<file path="config.mk">
export PLATFORM = sky130hd
export DESIGN_NAME = concat_channels_n_flat
export DESIGN_NICKNAME = d
export VERILOG_FILES = /design/src/rtl/concat_channels_n_pkg.sv /design/src/rtl/concat_channels_n_if.sv /design/src/rtl/concat_channels_n_sync_fifo.sv /design/src/rtl/concat_channels_n.sv /design/src/flat_wrapper.sv
export SDC_FILE = /design/constraint.sdc
export NUM_CORES = 1
export LEC_CHECK = 0
export ABC_CLOCK_PERIOD_IN_PS = 3100
export BUFFER_PORTS_ARGS = -buffer_cell sky130_fd_sc_hd__clkbuf_2
export CORE_UTILIZATION = 63
export CTS_CLUSTER_SIZE = 16
export DETAILED_ROUTE_END_ITERATION = 6
export GPL_TIMING_DRIVEN = 0
export PLACE_DENSITY = 0.79
export SYNTH_ARGS = -nofsm -noshare
export SYNTH_HDL_FRONTEND = slang
export SYNTH_HIERARCHICAL = 1
export SYNTH_SLANG_ARGS = --single-unit
</file>
<file path="constraint.sdc">
create_clock -name clk -period 3.1 [get_ports clk]
set_input_delay 0.93 -clock clk [delete_from_list [all_inputs] [get_ports clk]]
set_output_delay 0.93 -clock clk [all_outputs]
set_load 0.02 [all_outputs]
</file>
<file path="src/rtl/concat_channels_n_pkg.sv">
// Shared types and width helper for the two-stream channel concatenator.
package concat_pkg;

  typedef struct packed {
    logic sop;
    logic eop;
    logic sof;
    logic eof;
  } tag_t;

  typedef enum logic [1:0] {IDLE, FIRST, SECOND} state_t;

  // Counter width able to hold 0..n-1 (at least one bit).
  function automatic int cnt_width(input int n);
    return (n <= 2) ? 1 : $clog2(n);
  endfunction

endpackage

</file>
<file path="src/rtl/concat_channels_n_if.sv">
// Stream bundle: two input channel streams with pixel flags, one merged output stream.
interface concat_channels_n_if #(
  parameter int DATA_WIDTH = 8
);
  logic                  valid_l_i;
  logic [DATA_WIDTH-1:0] data_l_i;
  logic                  valid_r_i;
  logic [DATA_WIDTH-1:0] data_r_i;
  logic                  sop_i;
  logic                  eop_i;
  logic                  sof_i;
  logic                  eof_i;
  logic [DATA_WIDTH-1:0] data_o;
  logic                  data_valid_o;
  logic                  sop_o;
  logic                  eop_o;
  logic                  sof_o;
  logic                  eof_o;
  logic                  ovf_o;

  modport master (
    output valid_l_i, data_l_i, valid_r_i, data_r_i, sop_i, eop_i, sof_i, eof_i,
    input  data_o, data_valid_o, sop_o, eop_o, sof_o, eof_o, ovf_o
  );

  modport slave (
    input  valid_l_i, data_l_i, valid_r_i, data_r_i, sop_i, eop_i, sof_i, eof_i,
    output data_o, data_valid_o, sop_o, eop_o, sof_o, eof_o, ovf_o
  );
endinterface

</file>
<file path="src/rtl/concat_channels_n_sync_fifo.sv">
// Synchronous FIFO, registered read data with 1-cycle latency; write while full is
// accepted only if a read frees a slot in the same cycle.
module sync_fifo
  import concat_pkg::*;
#(
  parameter int WIDTH = 8,
  parameter int DEPTH = 16
) (
  input  logic             clk,
  input  logic             reset,
  input  logic             wr_i,
  input  logic [WIDTH-1:0] din_i,
  input  logic             rd_i,
  output logic [WIDTH-1:0] q_o,
  output logic             full_o,
  output logic             empty_o
);
  localparam int AW = cnt_width(DEPTH);

  logic [WIDTH-1:0] mem_q [DEPTH];
  logic [AW:0]      wptr_q, rptr_q;
  logic [WIDTH-1:0] q_q;
  logic             rd_ok, wr_ok;

  assign empty_o = (wptr_q == rptr_q);
  assign full_o  = (wptr_q[AW] != rptr_q[AW]) && (wptr_q[AW-1:0] == rptr_q[AW-1:0]);
  assign rd_ok   = rd_i && !empty_o;
  assign wr_ok   = wr_i && (!full_o || rd_ok);
  assign q_o     = q_q;

  always_ff @(posedge clk) begin
    if (wr_ok) mem_q[wptr_q[AW-1:0]] <= din_i;
  end

  always_ff @(posedge clk or posedge reset) begin
    if (reset) begin
      wptr_q <= '0;
      rptr_q <= '0;
      q_q    <= '0;
    end else begin
      if (wr_ok) wptr_q <= wptr_q + (AW+1)'(1);
      if (rd_ok) begin
        rptr_q <= rptr_q + (AW+1)'(1);
        q_q    <= mem_q[rptr_q[AW-1:0]];
      end
    end
  end
endmodule

</file>
<file path="src/rtl/concat_channels_n.sv">
// Merges a left and a right per-pixel channel stream into one stream of CH_L+CH_R
// words per pixel, with pixel/frame flags re-aligned to the merged pixel.
module concat_channels_n
  import concat_pkg::*;
#(
  parameter int DATA_WIDTH = 8,
  parameter int CH_L       = 16,
  parameter int CH_R       = 16,
  parameter int FIFO_DEPTH = 64,
  parameter int TAG_DEPTH  = 4,
  parameter int ORDER      = 0
) (
  input logic                clk,
  input logic                reset,
  concat_channels_n_if.slave bus
);
  localparam int WLW       = cnt_width(CH_L);
  localparam int WRW       = cnt_width(CH_R);
  localparam int CW        = cnt_width((CH_L > CH_R) ? CH_L : CH_R);
  localparam int PW        = $clog2(TAG_DEPTH) + 1;
  localparam int CH_FIRST  = (ORDER == 0) ? CH_L : CH_R;
  localparam int CH_SECOND = (ORDER == 0) ? CH_R : CH_L;

  logic [WLW-1:0]        wl_q;
  logic [WRW-1:0]        wr_q;
  logic                  sop_cap_q, sof_cap_q;
  logic [PW-1:0]         pl_q, pl_d, pr_q, pr_d;
  state_t                state_q, state_d;
  logic [CW-1:0]         rcnt_q, rcnt_d;
  logic                  wl_first, wl_last, wr_last, tag_push, pix_r_done;
  logic                  rd_first, rd_second, rd_l, rd_r, start, ready;
  tag_t                  tag_in, tag_out, pix_tag_q;
  logic [DATA_WIDTH-1:0] ql, qr;
  logic                  full_l, empty_l, full_r, empty_r, full_t, empty_t;
  logic                  drop_l, drop_r, drop_t;
  logic                  v1_q, sel_l1_q, first1_q, last1_q;
  logic [DATA_WIDTH-1:0] data_q;
  logic                  valid_q, sop_q, eop_q, sof_q, eof_q, ovf_q;

  assign wl_first   = (wl_q == '0);
  assign wl_last    = (wl_q == WLW'(CH_L - 1));
  assign wr_last    = (wr_q == WRW'(CH_R - 1));
  assign tag_push   = bus.valid_l_i && wl_last;
  assign pix_r_done = bus.valid_r_i && wr_last;

  // With CH_L==1 the first and last left word coincide, so take start flags live.
  always_comb begin
    tag_in.sop = wl_first ? bus.sop_i : sop_cap_q;
    tag_in.sof = wl_first ? bus.sof_i : sof_cap_q;
    tag_in.eop = bus.eop_i;
    tag_in.eof = bus.eof_i;
  end

  assign drop_l = bus.valid_l_i && full_l && !(rd_l && !empty_l);
  assign drop_r = bus.valid_r_i && full_r && !(rd_r && !empty_r);
  assign drop_t = tag_push && full_t && !(start && !empty_t);

  sync_fifo #(.WIDTH(DATA_WIDTH), .DEPTH(FIFO_DEPTH)) u_fifo_l (
    .clk(clk), .reset(reset), .wr_i(bus.valid_l_i), .din_i(bus.data_l_i),
    .rd_i(rd_l), .q_o(ql), .full_o(full_l), .empty_o(empty_l)
  );
  sync_fifo #(.WIDTH(DATA_WIDTH), .DEPTH(FIFO_DEPTH)) u_fifo_r (
    .clk(clk), .reset(reset), .wr_i(bus.valid_r_i), .din_i(bus.data_r_i),
    .rd_i(rd_r), .q_o(qr), .full_o(full_r), .empty_o(empty_r)
  );
  sync_fifo #(.WIDTH($bits(tag_t)), .DEPTH(TAG_DEPTH)) u_fifo_t (
    .clk(clk), .reset(reset), .wr_i(tag_push), .din_i(tag_in),
    .rd_i(start), .q_o(tag_out), .full_o(full_t), .empty_o(empty_t)
  );

  always_comb begin
    pl_d = pl_q;
    pr_d = pr_q;
    case ({tag_push, start})
      2'b10:   pl_d = pl_q + PW'(1);
      2'b01:   pl_d = pl_q - PW'(1);
      default: pl_d = pl_q;
    endcase
    case ({pix_r_done, start})
      2'b10:   pr_d = pr_q + PW'(1);
      2'b01:   pr_d = pr_q - PW'(1);
      default: pr_d = pr_q;
    endcase
  end

  assign ready = (pl_q != '0) && (pr_q != '0);

  always_comb begin
    state_d   = state_q;
    rcnt_d    = rcnt_q;
    rd_first  = 1'b0;
    rd_second = 1'b0;
    start     = 1'b0;
    case (state_q)
      IDLE: begin
        if (ready) begin
          start   = 1'b1;
          state_d = FIRST;
          rcnt_d  = '0;
        end
      end
      FIRST: begin
        rd_first = 1'b1;
        if (rcnt_q == CW'(CH_FIRST - 1)) begin
          rcnt_d  = '0;
          state_d = SECOND;
        end else begin
          rcnt_d = rcnt_q + CW'(1);
        end
      end
      SECOND: begin
        rd_second = 1'b1;
        if (rcnt_q == CW'(CH_SECOND - 1)) begin
          rcnt_d = '0;
          if (ready) begin
            start   = 1'b1;
            state_d = FIRST;
          end else begin
            state_d = IDLE;
          end
        end else begin
          rcnt_d = rcnt_q + CW'(1);
        end
      end
      default: state_d = IDLE;
    endcase
  end

  assign rd_l = (ORDER == 0) ? rd_first : rd_second;
  assign rd_r = (ORDER == 0) ? rd_second : rd_first;

  always_ff @(posedge clk or posedge reset) begin
    if (reset) begin
      wl_q      <= '0;
      wr_q      <= '0;
      sop_cap_q <= 1'b0;
      sof_cap_q <= 1'b0;
      pl_q      <= '0;
      pr_q      <= '0;
      state_q   <= IDLE;
      rcnt_q    <= '0;
      pix_tag_q <= '0;
      v1_q      <= 1'b0;
      sel_l1_q  <= 1'b0;
      first1_q  <= 1'b0;
      last1_q   <= 1'b0;
      data_q    <= '0;
      valid_q   <= 1'b0;
      sop_q     <= 1'b0;
      eop_q     <= 1'b0;
      sof_q     <= 1'b0;
      eof_q     <= 1'b0;
      ovf_q     <= 1'b0;
    end else begin
      if (bus.valid_l_i) begin
        wl_q <= wl_last ? '0 : wl_q + WLW'(1);
        if (wl_first) begin
          sop_cap_q <= bus.sop_i;
          sof_cap_q <= bus.sof_i;
        end
      end
      if (bus.valid_r_i) wr_q <= wr_last ? '0 : wr_q + WRW'(1);
      pl_q    <= pl_d;
      pr_q    <= pr_d;
      state_q <= state_d;
      rcnt_q  <= rcnt_d;
      // Tag FIFO output is valid on the first read cycle; hold it for the whole pixel.
      if (rd_first && rcnt_q == '0) pix_tag_q <= tag_out;
      v1_q     <= rd_first || rd_second;
      sel_l1_q <= rd_l;
      first1_q <= rd_first && (rcnt_q == '0);
      last1_q  <= rd_second && (rcnt_q == CW'(CH_SECOND - 1));
      data_q   <= v1_q ? (sel_l1_q ? ql : qr) : '0;
      valid_q  <= v1_q;
      sop_q    <= v1_q && first1_q && pix_tag_q.sop;
      sof_q    <= v1_q && first1_q && pix_tag_q.sof;
      eop_q    <= v1_q && last1_q && pix_tag_q.eop;
      eof_q    <= v1_q && last1_q && pix_tag_q.eof;
      ovf_q    <= ovf_q || drop_l || drop_r || drop_t;
    end
  end

  assign bus.data_o       = data_q;
  assign bus.data_valid_o = valid_q;
  assign bus.sop_o        = sop_q;
  assign bus.eop_o        = eop_q;
  assign bus.sof_o        = sof_q;
  assign bus.eof_o        = eof_q;
  assign bus.ovf_o        = ovf_q;
endmodule

</file>
<file path="src/flat_wrapper.sv">
// flat-port wrapper written by rule: the top's interface ports become plain ports
module concat_channels_n_flat import concat_pkg::*;
#(
  parameter int DATA_WIDTH = 8,
  parameter int CH_L       = 16,
  parameter int CH_R       = 16,
  parameter int FIFO_DEPTH = 64,
  parameter int TAG_DEPTH  = 4,
  parameter int ORDER      = 0
)
  (clk, reset, bus_valid_l_i, bus_data_l_i, bus_valid_r_i, bus_data_r_i, bus_sop_i, bus_eop_i, bus_sof_i, bus_eof_i, bus_data_o, bus_data_valid_o, bus_sop_o, bus_eop_o, bus_sof_o, bus_eof_o, bus_ovf_o);
  concat_channels_n_if #(.DATA_WIDTH(DATA_WIDTH)) bus_i ();
  input logic clk;
  input logic reset;
  input wire logic [$bits(bus_i.valid_l_i)-1:0] bus_valid_l_i;
  input wire logic [$bits(bus_i.data_l_i)-1:0] bus_data_l_i;
  input wire logic [$bits(bus_i.valid_r_i)-1:0] bus_valid_r_i;
  input wire logic [$bits(bus_i.data_r_i)-1:0] bus_data_r_i;
  input wire logic [$bits(bus_i.sop_i)-1:0] bus_sop_i;
  input wire logic [$bits(bus_i.eop_i)-1:0] bus_eop_i;
  input wire logic [$bits(bus_i.sof_i)-1:0] bus_sof_i;
  input wire logic [$bits(bus_i.eof_i)-1:0] bus_eof_i;
  output wire logic [$bits(bus_i.data_o)-1:0] bus_data_o;
  output wire logic [$bits(bus_i.data_valid_o)-1:0] bus_data_valid_o;
  output wire logic [$bits(bus_i.sop_o)-1:0] bus_sop_o;
  output wire logic [$bits(bus_i.eop_o)-1:0] bus_eop_o;
  output wire logic [$bits(bus_i.sof_o)-1:0] bus_sof_o;
  output wire logic [$bits(bus_i.eof_o)-1:0] bus_eof_o;
  output wire logic [$bits(bus_i.ovf_o)-1:0] bus_ovf_o;
  assign bus_i.valid_l_i = bus_valid_l_i;
  assign bus_i.data_l_i = bus_data_l_i;
  assign bus_i.valid_r_i = bus_valid_r_i;
  assign bus_i.data_r_i = bus_data_r_i;
  assign bus_i.sop_i = bus_sop_i;
  assign bus_i.eop_i = bus_eop_i;
  assign bus_i.sof_i = bus_sof_i;
  assign bus_i.eof_i = bus_eof_i;
  assign bus_data_o = bus_i.data_o;
  assign bus_data_valid_o = bus_i.data_valid_o;
  assign bus_sop_o = bus_i.sop_o;
  assign bus_eop_o = bus_i.eop_o;
  assign bus_sof_o = bus_i.sof_o;
  assign bus_eof_o = bus_i.eof_o;
  assign bus_ovf_o = bus_i.ovf_o;
  concat_channels_n #(.DATA_WIDTH(DATA_WIDTH), .CH_L(CH_L), .CH_R(CH_R), .FIFO_DEPTH(FIFO_DEPTH), .TAG_DEPTH(TAG_DEPTH), .ORDER(ORDER)) u_core (.clk(clk), .reset(reset), .bus(bus_i));
endmodule
</file>
After elaboration in Yosys (flattened, before gate mapping)
Memories as Yosys holds them, arrays and structs flattened. A register that Yosys moved wholly into a read port is not among the register bits.
Index checks and enable logic that the tools add are counted.
W data, S select, Z words.
- add/sub/neg operators: 13
- eq/ne operators: 21
- multiplexer cells: 27
- reductions and logical operators: 53
- operators by type and width (kind ; number):
    $add A7 B1 Y7 const B ; 4
    $logic_and A1 B1 Y1 ; 26
    $mux W4 ; 4
    $mux W8 ; 2
    $eq A7 B7 Y1 ; 2
    $mux W1 ; 13
    $add A3 B1 Y3 const B ; 4
    $add A4 B1 Y4 const B ; 3
    $eq A4 B4 Y1 const B ; 3
    $eq A6 B6 Y1 ; 2
    $pmux W3 S2 ; 2
    $logic_not A1 Y1 ; 9
    $logic_not A4 Y1 ; 2
    $pmux W4 S2 ; 1
    $logic_or A1 B1 Y1 ; 7
    $eq A2 B1 Y1 const B ; 3
    $eq A2 B2 Y1 const B ; 3
    $mux W2 ; 3
    $ne A2 B1 Y1 const B ; 3
    $pmux W2 S3 ; 1
    $reduce_bool A2 Y1 ; 3
    $reduce_bool A3 Y1 ; 2
    $sub A3 B1 Y3 const B ; 2
    $eq A3 B3 Y1 ; 1
    other kinds (7) ; 9
- flip-flop bits (word level): 78
- RAM bits: 1040
- input port bits: 24
- output and inout bits: 14
- logic and storage cells: 146
- memories kept: 3
- memory list (memory ; depth ; bits a word ; read ports ; clocked after Yosys merged registers in ; write ports ; RTL line ; source):
    u_core.u_fifo_l.mem_q ; 64 ; 8 ; 1 ; 1 ; 1 ; concat_channels_n_sync_fifo.sv:20 ; logic [WIDTH-1:0] mem_q [DEPTH];
    u_core.u_fifo_r.mem_q ; 64 ; 8 ; 1 ; 1 ; 1 ; concat_channels_n_sync_fifo.sv:20 ;
    u_core.u_fifo_t.mem_q ; 4 ; 4 ; 1 ; 1 ; 1 ; concat_channels_n_sync_fifo.sv:20 ;

Depth between registers and ports, before layout
Gate-level depths: netlist of the first run.
- depth in word-level cells: 10
- gate-level depth with buffers: 10

Hierarchy
Netlist of the first run, hierarchy kept.
- modules (own cells, without submodules) (module ; times used ; cells an instance ; area each (µm²)):
    sync_fifo at u_core.u_fifo_r ; 1 ; 1093 ; 21199.1
    sync_fifo at u_core.u_fifo_l ; 1 ; 1071 ; 21096.5
    concat_channels_n ; 1 ; 182 ; 2103.3
    sync_fifo at u_core.u_fifo_t ; 1 ; 72 ; 1198.6

Least setup slack after synthesis of the first run
No wires, ideal clock.
- path kind: register to register
- start: register u_core.state_q[0]
- end: register u_core.pl_q[2]
- data arrival time: 2.758 ns
- required time: 3.021 ns
- setup slack: 0.263 ns
- cell stages (with the launch flop): 11
- path buffers: 0
- period minus slack after synthesis: 2.837 ns
- cell sequence: dfrtp_1 -> inv_1 -> ha_1 -> a41oi_1 -> nor3_1 -> ha_1 -> inv_1 -> fa_1 -> xor2_1 -> nor2_1 -> xor2_1
- cells in the longest elaborated chain, start to end: 4
- RTL lines (item ; RTL line ; source):
    start, declared ; concat_channels_n.sv:28 ; state_t state_q, state_d;
    start signal, assigned ; concat_channels_n.sv:165 ; state_q <= state_d;
    $eq A2 B2 Y1 or $logic_not A2 Y1 (tied branches) ; concat_channels_n.sv:94 ; case (state_q)
    $pmux W1 S2 * ; concat_channels_n.sv:94 ;
    net u_core.start ; concat_channels_n.sv:31 ; logic rd_first, rd_second, rd_l, rd_r, start, ready;
    $eq A2 B1 Y1 or $eq A2 B2 Y1 (tied branches) ; concat_channels_n.sv:74 ; case ({tag_push, start})
    $pmux W3 S2 or $reduce_bool A2 Y1 (tied branches) ; n/a ;
    end signal, assigned ; concat_channels_n.sv:163 ; pl_q <= pl_d;
    end, declared ; concat_channels_n.sv:27 ; logic [PW-1:0] pl_q, pl_d, pr_q, pr_d;
The timed path passes the listed nets; every way through them passes the cells marked *.
A chain may end at the register's enable or synchronous reset.

Worst setup path in the final report of the first run
- start: register u_core.u_fifo_r.wptr_q[5]
- end: memory u_core.u_fifo_r.mem_q[28][2], enable pin
- cells in the longest elaborated chain, start to end: 7
- RTL lines (item ; RTL line ; source):
    start, declared ; concat_channels_n_sync_fifo.sv:21 ; logic [AW:0] wptr_q, rptr_q;
    start signal, assigned ; concat_channels_n_sync_fifo.sv:41 ; if (wr_ok) wptr_q <= wptr_q + (AW+1)'(1);
    $eq A7 B7 Y1 or $eq A6 B6 Y1 (tied branches) ; concat_channels_n_sync_fifo.sv:25, concat_channels_n_sync_fifo.sv:26 ;
    $logic_not A1 Y1 or $logic_and A1 B1 Y1 (tied branches) ; concat_channels_n_sync_fifo.sv:27, concat_channels_n_sync_fifo.sv:26 ;
    $logic_and A1 B1 Y1 or $logic_not A1 Y1 (tied branches) ; concat_channels_n_sync_fifo.sv:27, concat_channels_n_sync_fifo.sv:28 ;
    $logic_or A1 B1 Y1 ; concat_channels_n_sync_fifo.sv:28 ; assign wr_ok = wr_i && (!full_o || rd_ok);
    $logic_and A1 B1 Y1 ; concat_channels_n_sync_fifo.sv:28 ;
    $mux W1 ; concat_channels_n_sync_fifo.sv:32 ; if (wr_ok) mem_q[wptr_q[AW-1:0]] <= din_i;
    $mux W1 (implied by the code) ; concat_channels_n_sync_fifo.sv:32 ;
    end, declared ; concat_channels_n_sync_fifo.sv:20 ;
Several ways; a longest one is shown, not always the timed one.

==> results of run 1 <==
-- stage by stage --
stage	setup WS, ps	utilization, %
3_3_place_gp	-348	65.6
6_report	-198	72.2
4_1_cts	-327	71.2
3_5_place_dp	-467	65.6
5_1_grt	-229	72.2
2_1_floorplan	263	-
-- where the power goes --
| part | internal (W) | total [W] | leakage (nW) | switching, W |
|---|---|---|---|---|
| sequential | 0.0178 | 0.0185 | 10.6 | 0.000686 |
| combinational | 0.00578 | 0.0158 | 4.67 | 0.0100 |
| clock | 0.00741 | 0.0130 | 1.68 | 0.00556 |
| total | 0.0310 | 0.0473 | 16.9 | 0.0162 |
-- cell usage after synthesis, drive strengths merged, types with 16 or more instances --
cell	instances	share of area, %
a211oi	16	0.27
mux4	195	9.7
a221oi	19	0.36
o22ai	17	0.23
inv	37	0.30
clkbuf	34	0.29
nand4	24	0.33
mux2	77	1.9
xnor2	40	0.77
ha	20	0.55
nand2	69	0.57
nor2b	24	0.33
o21ai	26	0.29
nor2	187	1.5
a22oi	25	0.41
edfxtp	1040	68
nand3	31	0.35
a21oi	18	0.20
buf	97	1.4
dfrtp	98	5.4
mux2i	101	2.2
-- timing repair --
item / in CTS / in global routing
hold endpoints to repair: 0 / 0
setup buffers: 0 / 15
endpoints found under the setup margin: 974 / 980
gates resized for setup: 168 / 72
pin swaps: 0 / 5
-- layout by cell type, fill, tap and decap left out, types with 12 or more instances in the layout --
cell type,instances
a31oi_1,15
buf_6,13
ha_1,20
edfxtp_1,1040
o21ai_0,21
a22oi_1,25
mux2i_1,101
a21oi_1,18
nor2b_1,24
nor2_2,32
a221oi_1,19
dfrtp_1,98
mux2_2,74
nand2_1,69
xor2_1,14
nand3_1,26
clkbuf_16,108
o221ai_1,12
clkinv_1,22
buf_4,23
clkbuf_2,36
nor2_4,88
clkinv_2,18
clkbuf_1,52
a211oi_1,15
nor2_1,67
xnor2_1,40
inv_1,36
and3_1,14
buf_12,19
a32o_1,12
o22ai_1,17
buf_2,59
nand4_1,24
mux4_2,184
-- logic make-up after synthesis --
logic type               share of synthesized area (%)
flip-flops                                        73.9
AND/OR/NAND/NOR                                   4.52
multiplexers                                      13.9
AO/OA/AOI/OAI                                     4.08
buffers and inverters                             1.95
XOR/XNOR                                          1.10
adder cells (fa/ha/maj)                          0.637
-- sequential cells by signal (all words and copies together), names as in the netlist, 4 cells and up --
name,cells
u_core/u_fifo_l/mem_q,512
u_core/u_fifo_r/mem_q,512
u_core/u_fifo_t/mem_q,16
u_core/bus.data_o,8
u_core/u_fifo_l/q_o,8
u_core/u_fifo_r/q_o,8
u_core/u_fifo_l/rptr_q,7
u_core/u_fifo_l/wptr_q,7
u_core/u_fifo_r/rptr_q,7
u_core/u_fifo_r/wptr_q,7
u_core/pix_tag_q,4
u_core/rcnt_q,4
u_core/u_fifo_t/q_o,4
u_core/wl_q,4
u_core/wr_q,4
-- metal layers --
layer / routed length [um] / up-vias
met5: 0 / -
met4: 4460 / 0
met3: 17200 / 337
met2: 53900 / 2030
met1: 44100 / 13055
li1: - / 10095
-- worst reg2reg max path: stages (launching register included) --
cell and delay [ps]:
dfrtp_1 710, xor2_1 330, or3_1 260, o31a_1 230, nand2_1 770, nor2_4 630
-- how the worst max path moves through the flow --
stage / endpoint / startpoint / depth (start not counted) / slack, ps
3_3_place_gp: u_core/u_fifo_l/mem_q[46][7]$_DFFE_PP_ / u_core/u_fifo_l/rptr_q[0]$_DFFE_PP0P_ / 8 / -350
3_5_place_dp: u_core/u_fifo_l/mem_q[46][7]$_DFFE_PP_ / u_core/u_fifo_l/rptr_q[0]$_DFFE_PP0P_ / 8 / -470
4_1_cts: u_core/u_fifo_l/mem_q[21][1]$_DFFE_PP_ / u_core/u_fifo_l/rptr_q[0]$_DFFE_PP0P_ / 8 / -330
6_report: u_core/u_fifo_r/mem_q[28][2]$_DFFE_PP_ / u_core/u_fifo_r/wptr_q[5]$_DFFE_PP0P_ / 5 / -200
2_1_floorplan: u_core/pl_q[2]$_DFFE_PP0P_ / u_core/state_q[0]$_DFFE_PP0P_ / 10 / 260
5_1_grt: u_core/u_fifo_r/mem_q[52][0]$_DFFE_PP_ / u_core/u_fifo_r/rptr_q[5]$_DFFE_PP0P_ / 6 / -230
-- layout make-up --
| cell class | instances | area [um2] |
|---|---|---|
| timing repair buffer | 61 | 578 |
| multi-input combinational | 1112 | 11900 |
| clock inverter | 62 | 602 |
| fill | 4051 | 19900 |
| sequential | 1138 | 33700 |
| buffer | 126 | 739 |
| tap | 950 | 1190 |
| inverter | 37 | 139 |
| clock buffer | 138 | 2860 |
==> flow_summary.json, run 1 <==
{
  "status": "complete, but fails checks",
  "violations": "negative setup slack",
  "grt_pass1_vias": 24836,
  "crit_path_max_incr_delay_ps": 770,
  "ys_seq_area_share_pct": 73.9,
  "place_congestion": 0.965,
  "netlist_area_mm2": 0.0456,
  "synth_top_flop_cell": "edfxtp_1",
  "drcViolationCount": 0,
  "slew_headroom_pct": 8.02,
  "min_path_type": "input pin to async pin",
  "timing.final.ws_setup_ps": -198,
  "grt.met2_usage_pct": 47.9,
  "final-setup-viol-count": 172,
  "leakage_nw": 16.9,
  "cp.arrival_ps": 3610,
  "viasPerCell": 7.04,
  "crit_type": "flip-flop to flip-flop",
  "ys_warn_count": 6,
  "pwr_density_cell_mw_per_mm2": 915,
  "cts_max_path_buffers": 3,
  "crit_family": "simple AND/OR/NAND/NOR gates",
  "synth-edff-count": 1040,
  "period_share_pct": 106,
  "grt_pass1_wl_um": 170000,
  "gr-total-overflow": 0,
  "startpoint_type": "flip-flop",
  "crit_required_ps": 3410,
  "worstPathMaxFanout": 10,
  "drive_gt1_share_pct": 27.0,
  "synthCells": 2418,
  "post-route-min-period_ps": 3300,
  "root_buffer": "clkbuf_16",
  "wl_per_cell_um": 33.0,
  "reg2reg_slack_ps": -200,
  "antennaDiodeCount": 0,
  "postCtsHoldBufs": 0,
  "final_cell_area_mm2": 0.0517,
  "clk_pin_slew_ps": 60,
  "core_area_mm2": 0.0716,
  "synth.avg_cell_area_um2": 18.9,
  "rr_endpoint": "u_core/u_fifo_r/mem_q[28][2]$_DFFE_PP_",
  "htree_levels": 3,
  "crit_path_end_kind": "flip-flop",
  "p_total_w": 0.0473,
  "numCtsBuffers": 107,
  "die_x_um": 271,
  "grt_setup_unrepaired": "yes",
  "vias": 25517,
  "r2r_start": "u_core/u_fifo_r/wptr_q[5]$_DFFE_PP0P_",
  "finalNonFillerCells": 3624,
  "hold_viol_final": 0,
  "pin_count": 38,
  "holdWs_ps": 366,
  "clock_sinks": 1138,
  "drv_slew": 0,
  "wirelength_um": 120000,
  "setup_tns_ps": -22110,
  "dpl_cell_area_mm2": 0.0470,
  "dp_hpwl_um": 74500,
  "synth_seq_cells": 1138,
  "area_growth_pct": 13.3,
  "grt_use_met3_pct": 9.15,
  "grt.busiest_layer": "met2",
  "drtAntennaViolNets": 0,
  "async_flop_share_pct": 8.61,
  "synth_fp_nets": 2464,
  "rr_worst_depth": 5,
  "placed_cells": 3405,
  "worst_pin_slew_ps": 1380,
  "port_buffers": 37,
  "drt_pass1_iterations": 6,
  "clock_skew_ps": 22.1,
  "die-area_mm2": 0.0735,
  "vdd_drop_max_mv": 0.567,
  "clk_latency_ps": 670,
  "synth_cell_types": 86,
  "die_h_um": 271,
  "worstPathCellList": "xor2_1 -> or3_1 -> o31a_1 -> nand2_1 -> nor2_4",
  "antenna_found_initial": 1,
  "met1_usage_pct": 47.2,
  "num-nets-final": 2629,
  "drv_cap": 0,
  "slowest_stage": "nand2_1",
  "fmax_mhz": 303,
  "rows": 98,
  "cts_tree": "built",
  "grt_usage_pct": 32.6,
  "grt_max_degree": 65,
  "drt_iter0_drc": 3434,
  "path_buf_inv": 0,
  "start_util_pct": 63.7
}
Power figures use the tool's default switching activity.
==> run 2, diff against run 1 <==
--- a/config.mk
+++ b/config.mk
@@ -14,5 +14,4 @@
 export PLACE_DENSITY = 0.79
 export SYNTH_ARGS = -nofsm -noshare
 export SYNTH_HDL_FRONTEND = slang
-export SYNTH_HIERARCHICAL = 1
 export SYNTH_SLANG_ARGS = --single-unit
==> run 2 against run 1 <==
Compared with the run above:
- the flow still finishes with violations (negative setup slack)
- flip-flop and latch count unchanged
- design area decreased by 0.16%
- non-clock buffer count decreased by 8
- synthesized cell count increased by 2.3%
- fmax increased by 0.26%
- critical endpoint is now u_core.u_fifo_l.mem_q[21][2]$_DFFE_PP_
==> flow_summary.json, run 2 <==
{
  "num-nets-final": 2673,
  "post-route-min-period_ps": 3290,
  "async_flop_share_pct": 8.61,
  "p_clk_share_pct": 28.7,
  "final_cell_mix": "edfxtp_1, mux2i_1, mux4_2",
  "antenna_found_initial": 2,
  "port_buffers": 36,
  "die_h_um": 271,
  "synth-edff-count": 1040,
  "rr_worst_depth": 6,
  "drcViolationCount": 0,
  "grt.busiest_layer": "met2",
  "grt_pass1_vias": 24853,
  "synthAdderAreaFrac_pct": 0.638,
  "grt_pass1_wl_um": 166000,
  "drv_slew": 0,
  "yosysMostFrequentCell": "edfxtp_1",
  "place_congestion": 0.984,
  "antennaDiodeCount": 0,
  "root_buffer": "clkbuf_16",
  "synth_compound_area_share_pct": 4.15,
  "drive_gt1_share_pct": 25.6,
  "pin_count": 38,
  "period_share_pct": 106,
  "fmax_mhz": 304,
  "crit_type": "flip-flop to flip-flop",
  "sequentialPowerShare_pct": 38.6,
  "wirelength_um": 116000,
  "cts_tree": "built",
  "drtAntennaViolNets": 0,
  "synth.avg_cell_area_um2": 18.4,
  "area_growth_pct": 13.4,
  "htree_levels": 3,
  "final_cell_area_mm2": 0.0516,
  "core_area_mm2": 0.0715,
  "final_common_cell": "edfxtp_1",
  "place_ws_ps": -1010,
  "p_sw_w": 0.0163,
  "synth_common_cells": "edfxtp_1, nor2_1, mux2i_1",
  "grt_usage_pct": 31.6,
  "synth_top_family_by_area": "multiplexers",
  "leakage_nw": 17.1,
  "start_util_pct": 63.6,
  "dpl_cell_area_mm2": 0.0469,
  "pwr_density_cell_mw_per_mm2": 932,
  "p_comb_share_pct": 32.7,
  "drt_pass1_iterations": 6,
  "hold_viol_final": 0,
  "startpoint_type": "flip-flop",
  "ys_seq_area_share_pct": 74.1,
  "dp_hpwl_um": 71600,
  "rows": 98,
  "grt.met2_usage_pct": 48.4,
  "worstPathMaxFanout": 8,
  "clk_latency_ps": 690,
  "slew_headroom_pct": 5.65,
  "wl_per_cell_um": 31.6,
  "ys_warn_count": 0,
  "met1_usage_pct": 44.5,
  "numCtsBuffers": 109,
  "grt_max_degree": 65,
  "vias": 25393,
  "synth_top_cell_by_area": "edfxtp_1",
  "viasPerCell": 6.93,
  "clock_skew_ps": 19.0,
  "synth_fp_nets": 2520,
  "sw_frac_of_total_pct": 33.9,
  "final-setup-viol-count": 110,
  "synthXorXnorAreaFrac_pct": 1.00,
  "status": "complete, but fails checks",
  "cp.arrival_ps": 3610,
  "grt_setup_unrepaired": "yes",
  "synth_area_leaders": "edfxtp_1, mux4_2, dfrtp_1",
  "clk_pin_slew_ps": 60,
  "grt_use_met3_pct": 8.67,
  "crit_required_ps": 3420,
  "synthCells": 2474,
  "drt_iter0_drc": 4002,
  "cts_max_path_buffers": 3,
  "min_path_type": "input pin to async pin",
  "synth.mux.area_fraction_pct": 13.6,
  "synth_top_flop_cell": "edfxtp_1",
  "die-area_mm2": 0.0733,
  "vdd_drop_max_mv": 0.566,
  "synth_top_area_share_pct": 68.7,
  "die_x_um": 271,
  "drv_cap": 0,
  "p_total_w": 0.0481,
  "violations": "negative setup slack",
  "clock_sinks": 1138,
  "postCtsHoldBufs": 0,
  "yosys.area_share.simple_pct": 4.45,
  "synth_seq_cells": 1138,
  "crit_path_end_kind": "flip-flop",
  "worst_pin_slew_ps": 1420,
  "gr-total-overflow": 0,
  "timing.final.ws_setup_ps": -190,
  "netlist_area_mm2": 0.0455,
  "synth_cell_types": 77,
  "p_int_w": 0.0318
}
[run 2: final cells by class]
class | count | area (um2)
clock inverters | 69 | 875
fillers | 4020 | 19900
repair buffers | 48 | 395
flip-flops and latches | 1138 | 33700
well taps | 950 | 1190
clock buffers | 130 | 2830
plain buffers | 131 | 842
multi-input cells | 1169 | 11700
inverters | 30 | 116
[run 2: cell families (layout without fill, tap and decap cells)]
logic type               after synthesis  in the layout
buffers and inverters                167            408
XOR/XNOR                              52             52
AO/OA/AOI/OAI                        260            260
flip-flops                          1138           1138
AND/OR/NAND/NOR                      422            422
adder cells (fa/ha/maj)               22             22
multiplexers                         413            413
[run 2: worst paths after layout]
kind                                                     from                                      to  slack [ps]
worst min register to register          u_core.v1_q$_DFF_PP0_       u_core.bus.data_valid_o$_DFF_PP0_         430
worst min-delay path                                    reset              u_core.bus.sof_o$_DFF_PP0_         370
worst max register to register  u_core.state_q[1]$_DFFE_PP0P_  u_core.u_fifo_l.mem_q[21][2]$_DFFE_PP_        -190
max in group asynchronous                               reset      u_core.u_fifo_r.q_o[6]$_DFFE_PP0P_        2100
worst max-delay path            u_core.state_q[1]$_DFFE_PP0P_  u_core.u_fifo_l.mem_q[21][2]$_DFFE_PP_        -190
min in group clk                        u_core.v1_q$_DFF_PP0_       u_core.bus.data_valid_o$_DFF_PP0_         430
[run 2: power by group through the flow]
stage                     sequential (W)  clock, W  combinational, W
after floorplan                   0.0186         0           0.00964
after global placement            0.0187         0            0.0142
after detailed placement          0.0188         0            0.0145
after CTS                         0.0185    0.0138            0.0149
after global routing              0.0186    0.0144            0.0162
final                             0.0185    0.0138            0.0157
[run 2: what timing repair did]
item / 4_1_cts / 5_1_grt
gates cloned: 0 / 0
pin swaps: 4 / 1
buffers inserted: 4 / 0
setup endpoints to repair: 907 / 704
resized for setup: 123 / 105
[run 2: stage by stage]
stage / utilization (%) / TNS (ps) / std cells / hold WS, ps
after floorplan: - / 0 / 2474 / 377
after global placement: 65.5 / -546160 / 3460 / 392
after detailed placement: 65.6 / -659610 / 3462 / 405
after CTS: 71.4 / -86630 / 3659 / 368
after global routing: 72.2 / -24260 / 3665 / 409
final: 72.2 / -7200 / 3665 / 365
[run 2: critical path, cell delays in order (launching register included)]
cell and delay, ps:
dfrtp_1 410, inv_1 110, ha_1 390, nor4_1 210, a21oi_2 460, nand3_2 680
nor2_2 660
[run 2: metal layers]
metal,vias up,part of all wire [%]
met5,-,0.050
met1,12964,37
met4,2,3.3
met3,303,13
met2,1909,47
li1,10215,-
